--- src/rtl/alu_ctrl_q.sv ---
// ALU control decoder: decodes (opcode, funct) beats into ALU control fields
// and queues them in a small FIFO with an illegal-encoding error counter.
module alu_ctrl_q #(
    parameter int ALU_OP_W  = 4,
    parameter int DEPTH     = 2,
    parameter int ERR_CNT_W = 8
) (
    input  logic                 clk,
    input  logic                 rst_n,
    input  logic                 flush,
    input  logic                 in_valid,
    output logic                 in_ready,
    input  logic [5:0]           insop,
    input  logic [5:0]           insfunc,
    output logic                 out_valid,
    input  logic                 out_ready,
    output logic [ALU_OP_W-1:0]  alu_op,
    output logic [2:0]           cmp_mode,
    output logic                 use_imm,
    output logic                 illegal,
    output logic [ERR_CNT_W-1:0] err_cnt
);

    localparam int AW = $clog2(DEPTH);
    localparam int CW = AW + 1;

    typedef struct packed {
        logic [ALU_OP_W-1:0] alu_op;
        logic [2:0]          cmp_mode;
        logic                use_imm;
        logic                illegal;
    } entry_t;

    entry_t              mem_q [DEPTH];
    entry_t              dec;
    logic [AW-1:0]       wr_ptr_q, wr_ptr_d;
    logic [AW-1:0]       rd_ptr_q, rd_ptr_d;
    logic [CW-1:0]       count_q, count_d;
    logic [ERR_CNT_W-1:0] err_cnt_q, err_cnt_d;
    logic                full, push, pop;

    // Decode: anything not listed falls through to the illegal default.
    always_comb begin
        dec.alu_op   = ALU_OP_W'(4'd15);
        dec.cmp_mode = 3'd0;
        dec.use_imm  = 1'b0;
        dec.illegal  = 1'b1;
        case (insop)
            6'd0: begin
                dec.illegal = 1'b0;
                case (insfunc)
                    6'd0:    dec.alu_op = ALU_OP_W'(4'd7);
                    6'd2:    dec.alu_op = ALU_OP_W'(4'd6);
                    6'd40:   dec.alu_op = ALU_OP_W'(4'd0);
                    6'd41:   dec.alu_op = ALU_OP_W'(4'd8);
                    6'd42:   dec.alu_op = ALU_OP_W'(4'd1);
                    6'd43:   dec.alu_op = ALU_OP_W'(4'd9);
                    6'd44:   dec.alu_op = ALU_OP_W'(4'd2);
                    6'd45:   dec.alu_op = ALU_OP_W'(4'd3);
                    6'd46:   dec.alu_op = ALU_OP_W'(4'd4);
                    6'd47:   dec.alu_op = ALU_OP_W'(4'd5);
                    default: dec.illegal = 1'b1;
                endcase
            end
            6'd3, 6'd4, 6'd30, 6'd31, 6'd32, 6'd33: begin
                dec.illegal = 1'b0;
                dec.alu_op  = ALU_OP_W'(4'd1);
                case (insop)
                    6'd3:    dec.cmp_mode = 3'd1;
                    6'd4:    dec.cmp_mode = 3'd2;
                    6'd30:   dec.cmp_mode = 3'd3;
                    6'd31:   dec.cmp_mode = 3'd4;
                    6'd32:   dec.cmp_mode = 3'd5;
                    default: dec.cmp_mode = 3'd6;
                endcase
            end
            6'd10, 6'd43, 6'd53: begin
                dec.illegal = 1'b0;
                dec.use_imm = 1'b1;
                dec.alu_op  = ALU_OP_W'(4'd0);
            end
            6'd14: begin
                dec.illegal = 1'b0;
                dec.use_imm = 1'b1;
                dec.alu_op  = ALU_OP_W'(4'd2);
            end
            6'd15: begin
                dec.illegal = 1'b0;
                dec.use_imm = 1'b1;
                dec.alu_op  = ALU_OP_W'(4'd3);
            end
            6'd16: begin
                dec.illegal = 1'b0;
                dec.use_imm = 1'b1;
                dec.alu_op  = ALU_OP_W'(4'd4);
            end
            default: ;
        endcase
    end

    assign full      = (count_q == CW'(DEPTH));
    assign in_ready  = !full && !flush;
    assign out_valid = (count_q != '0);
    assign push      = in_valid && in_ready;
    assign pop       = out_valid && out_ready && !flush;

    always_comb begin
        wr_ptr_d  = wr_ptr_q;
        rd_ptr_d  = rd_ptr_q;
        count_d   = count_q;
        err_cnt_d = err_cnt_q;
        if (push) begin
            wr_ptr_d = wr_ptr_q + 1'b1;
        end
        if (pop) begin
            rd_ptr_d = rd_ptr_q + 1'b1;
        end
        case ({push, pop})
            2'b10:   count_d = count_q + 1'b1;
            2'b01:   count_d = count_q - 1'b1;
            default: count_d = count_q;
        endcase
        if (flush) begin
            wr_ptr_d = '0;
            rd_ptr_d = '0;
            count_d  = '0;
        end
        if (push && dec.illegal && (err_cnt_q != {ERR_CNT_W{1'b1}})) begin
            err_cnt_d = err_cnt_q + 1'b1;
        end
    end

    always_ff @(posedge clk or negedge rst_n) begin
        if (!rst_n) begin
            wr_ptr_q  <= '0;
            rd_ptr_q  <= '0;
            count_q   <= '0;
            err_cnt_q <= '0;
        end else begin
            wr_ptr_q  <= wr_ptr_d;
            rd_ptr_q  <= rd_ptr_d;
            count_q   <= count_d;
            err_cnt_q <= err_cnt_d;
        end
    end

    // Storage carries data only, so it is deliberately left out of reset.
    always_ff @(posedge clk) begin
        if (push) begin
            mem_q[wr_ptr_q] <= dec;
        end
    end

    assign alu_op   = out_valid ? mem_q[rd_ptr_q].alu_op   : '0;
    assign cmp_mode = out_valid ? mem_q[rd_ptr_q].cmp_mode : '0;
    assign use_imm  = out_valid ? mem_q[rd_ptr_q].use_imm  : 1'b0;
    assign illegal  = out_valid ? mem_q[rd_ptr_q].illegal  : 1'b0;
    assign err_cnt  = err_cnt_q;

endmodule

--- config.mk ---
export PLATFORM = sky130hd
export DESIGN_NAME = alu_ctrl_q
export DESIGN_NICKNAME = d
export VERILOG_FILES = /design/src/rtl/alu_ctrl_q.sv
export SDC_FILE = /design/constraint.sdc
export NUM_CORES = 1
export LEC_CHECK = 0
export ABC_AREA = 1
export CAP_MARGIN = 30
export CORE_MARGIN = 5
export CORE_UTILIZATION = 55
export CTS_CLUSTER_DIAMETER = 60
export DETAILED_ROUTE_END_ITERATION = 6
export GPL_ROUTABILITY_DRIVEN = 0
export PLACE_DENSITY = 0.93
export SYNTH_ARGS = -nofsm -noshare
export SYNTH_HDL_FRONTEND = slang
export SYNTH_SLANG_ARGS = --single-unit
--- constraint.sdc ---
create_clock -name clk -period 2.35 [get_ports clk]
set_input_delay 0.5875 -clock clk [delete_from_list [all_inputs] [get_ports clk]]
set_output_delay 0.5875 -clock clk [all_outputs]
set_load 0.02 [all_outputs]
==> results.md <==
- Core area: 0.003028 sq mm
- Tcrit/Tclk final: 94.96%
- Clock-pin slew on the worst setup and hold paths: 0.09 ns
- Cts hold-fix bufs: 0
- Wire per inst: 12.07 um
- Fmax: 448.1 MHz
- Hold WS: 0.5279 ns
- Async set-reset flop share out of synthesis: 40.00%
- Final Util: 76.53%
- PD cells: 688.9 mW/mm^2
- Cells on worst reg2reg path: 13
- Adder-Cell Fraction of Synth Area: 0.7236%
- Worst skew pair latency: 0.33 ns
- Clock Tree Buf Depth: 2
- Sequential area share after synthesis: 48.63%
- Netlist Area Pre-Place: 0.001729 sq mm
- Sinks on Clock Net: 30
- Nets: 294
- H-tree depth: 2
- Syn_nets: 241
- XOR/XNOR Fraction of Synth Area: 1.013%
- Die area: 0.004365 sq mm
- WS Path Type: reg -> out
- Die W: 66.07 um
- Result of the run: complete, no violations
- Clk root buf: clkbuf_4
- Die height: 66.07 um
- Post-synthesis mux area share: 0%
- Relative slew slack: 62.83%
- Number of diodes: 0
- Post-DRT Antenna Nets: 0
- Worst Skew: 0.008442 ns
- Distinct cells, synth: 24
- TritonCTS buffer count: 5
- Via/cell ratio: 5.115
- Iteration-0 DRC Markers: 132
- # DRC: 0
- Hold Path Stages: 2
- First-pass GRT wire length: 6617 um
- Post-route minimum period: 2.231 ns
- Syn Area/Cell: 7.754 sq um
- Gr ovfl total: 0
- CTS tree: done
- Synth warn: 0
- HP Class: reg -> reg
- Post-synth EDFFs: 18
- Final hold vios: 0
- I/O pins: 36
- Crit path required time: 1.76 ns
- Vias: 1642
- Vias in the first global route: 1522
- Most frequent cells in the layout: nand2_1 (66), inv_1 (31), nor2_1 (26), clkdlybuf4s50_1 (25), nand3_1 (19)
- Area grow syn2layout: 34.01%
- Post-detail-place hpwl: 3003 um
- Max-capacitance violation count: 0
- Crit end category: primary output
- Post-route cell area: 0.002317 sq mm
- RSZ-0062 raised after global routing: no
- Main combinational cell family by area after synthesis: simple AND/OR/NAND/NOR gates
- Leak: 1.200 nW
- FF-to-FF setup slack: 0.59 ns
- Largest net degree at the start of global routing: 13
- FILL cells: 206
- Initial antenna violation count: 0
- Final Total Pwr: 1.596 mW
- Final setup vio count: 0
- Compound-Gate Fraction of Synth Area: 8.973%
- DRT Wirelength: 3874 um
- Worst Setup Start Kind: flop
- Synth Flop Type: edfxtp_1
- Post-Place Cells: 313
- FP Rows: 20
- Simple-gate share of the synthesized area: 32.34%
- Final non-filler cell total: 321
- Cell Area, Placed: 0.002223 sq mm
- Synthesized flop and latch total: 30
- All-Layer GR Usage: 20.05%
- Post-Synthesis Cells: 223
- Max VDD drop: 0.4010 mV
- Most common cell after layout, fill and taps aside: nand2_1
- Actual slew at the worst max-slew pin: 0.5559 ns
- Pins over their slew limit: 0
- Drt first pass iters: 4
- Port bufs: 35
- Layout cells sized above 1: 11.91%
- CP Max Fanout: 10
- Initial Utilization: 57.11%
- CP arrival: 1.64 ns
per-stage QoR:
stage,worst slack [ns],setup TNS (ns)
after floorplan,0.3904,0
after global placement,0.001418,0
after detailed placement,-0.07029,-0.3718
after CTS,0.01720,0
after global routing,0.01295,0
final,0.1185,0
state kept, by name (all words and copies together) (netlist names):
name / cells
mem_q: 18
err_cnt: 8
count_q: 2
rd_ptr_q: 1
wr_ptr_q: 1
power by group:
group	switching (mW)	total, mW	internal (mW)
sequential	0.0597	0.683	0.624
clock	0.178	0.383	0.204
combinational	0.307	0.531	0.224
kinds of logic after synthesis:
group / Yosys count
and+or+nand+nor: 128
buffers and inverters: 36
DFF: 30
AOI/OAI and AO/OA: 26
xor gates and xnor gates: 2
adders and majority gates: 1
synthesized netlist by cell type (2+ instances only):
cell type | count | area share (%)
clkbuf_1 | 2 | 0.43
nand3_2 | 2 | 1.2
dfrtp_1 | 12 | 17
inv_1 | 32 | 6.9
nand2_1 | 66 | 14
o21ai_0 | 7 | 2.0
nand4_1 | 8 | 2.9
xor2_1 | 2 | 1.0
a21oi_1 | 14 | 4.1
nor2_2 | 4 | 1.4
edfxtp_1 | 18 | 31
nand3_1 | 19 | 5.5
nor2_1 | 26 | 5.6
per-layer routing:
layer / track usage, % / part of all wire [%]
met1: 25.71 / 42
met2: 31.91 / 50
met3: 4.082 / 5.6
met4: 10.41 / 2.2
met5: 0 / 0
worst paths after layout:
kind                             from         end
setup reg to reg           err_cnt[1]  err_cnt[5]
hold / removal             err_cnt[7]  err_cnt[7]
max in group asynchronous       rst_n  err_cnt[5]
hold reg to reg            err_cnt[7]  err_cnt[7]
min in group asynchronous       rst_n  count_q[0]
setup / recovery           count_q[1]   out_valid
critical path: stages, from the launching register on:
cell and delay [ns]:
dfrtp_1 0.45, nor2_4 0.23, inv_1 0.08, clkdlybuf4s50_1 0.54
final cells by class:
cell class | instances | area [sq um] | share of cell area, %
inverter | 32 | 120.1 | 5.184
timing repair buffer | 50 | 473.0 | 20.41
tap | 44 | 55.05 | 2.376
multi-input combinational | 157 | 749.5 | 32.34
clock buffer | 8 | 78.83 | 3.402
sequential | 30 | 840.8 | 36.29
timing repair:
| item | in CTS | in global routing |
|---|---|---|
| buffers inserted | 0 | 0 |
| resized for setup | 6 | 6 |
| endpoints found under the setup margin | 11 | 6 |
(Power assumes the default switching activity.)
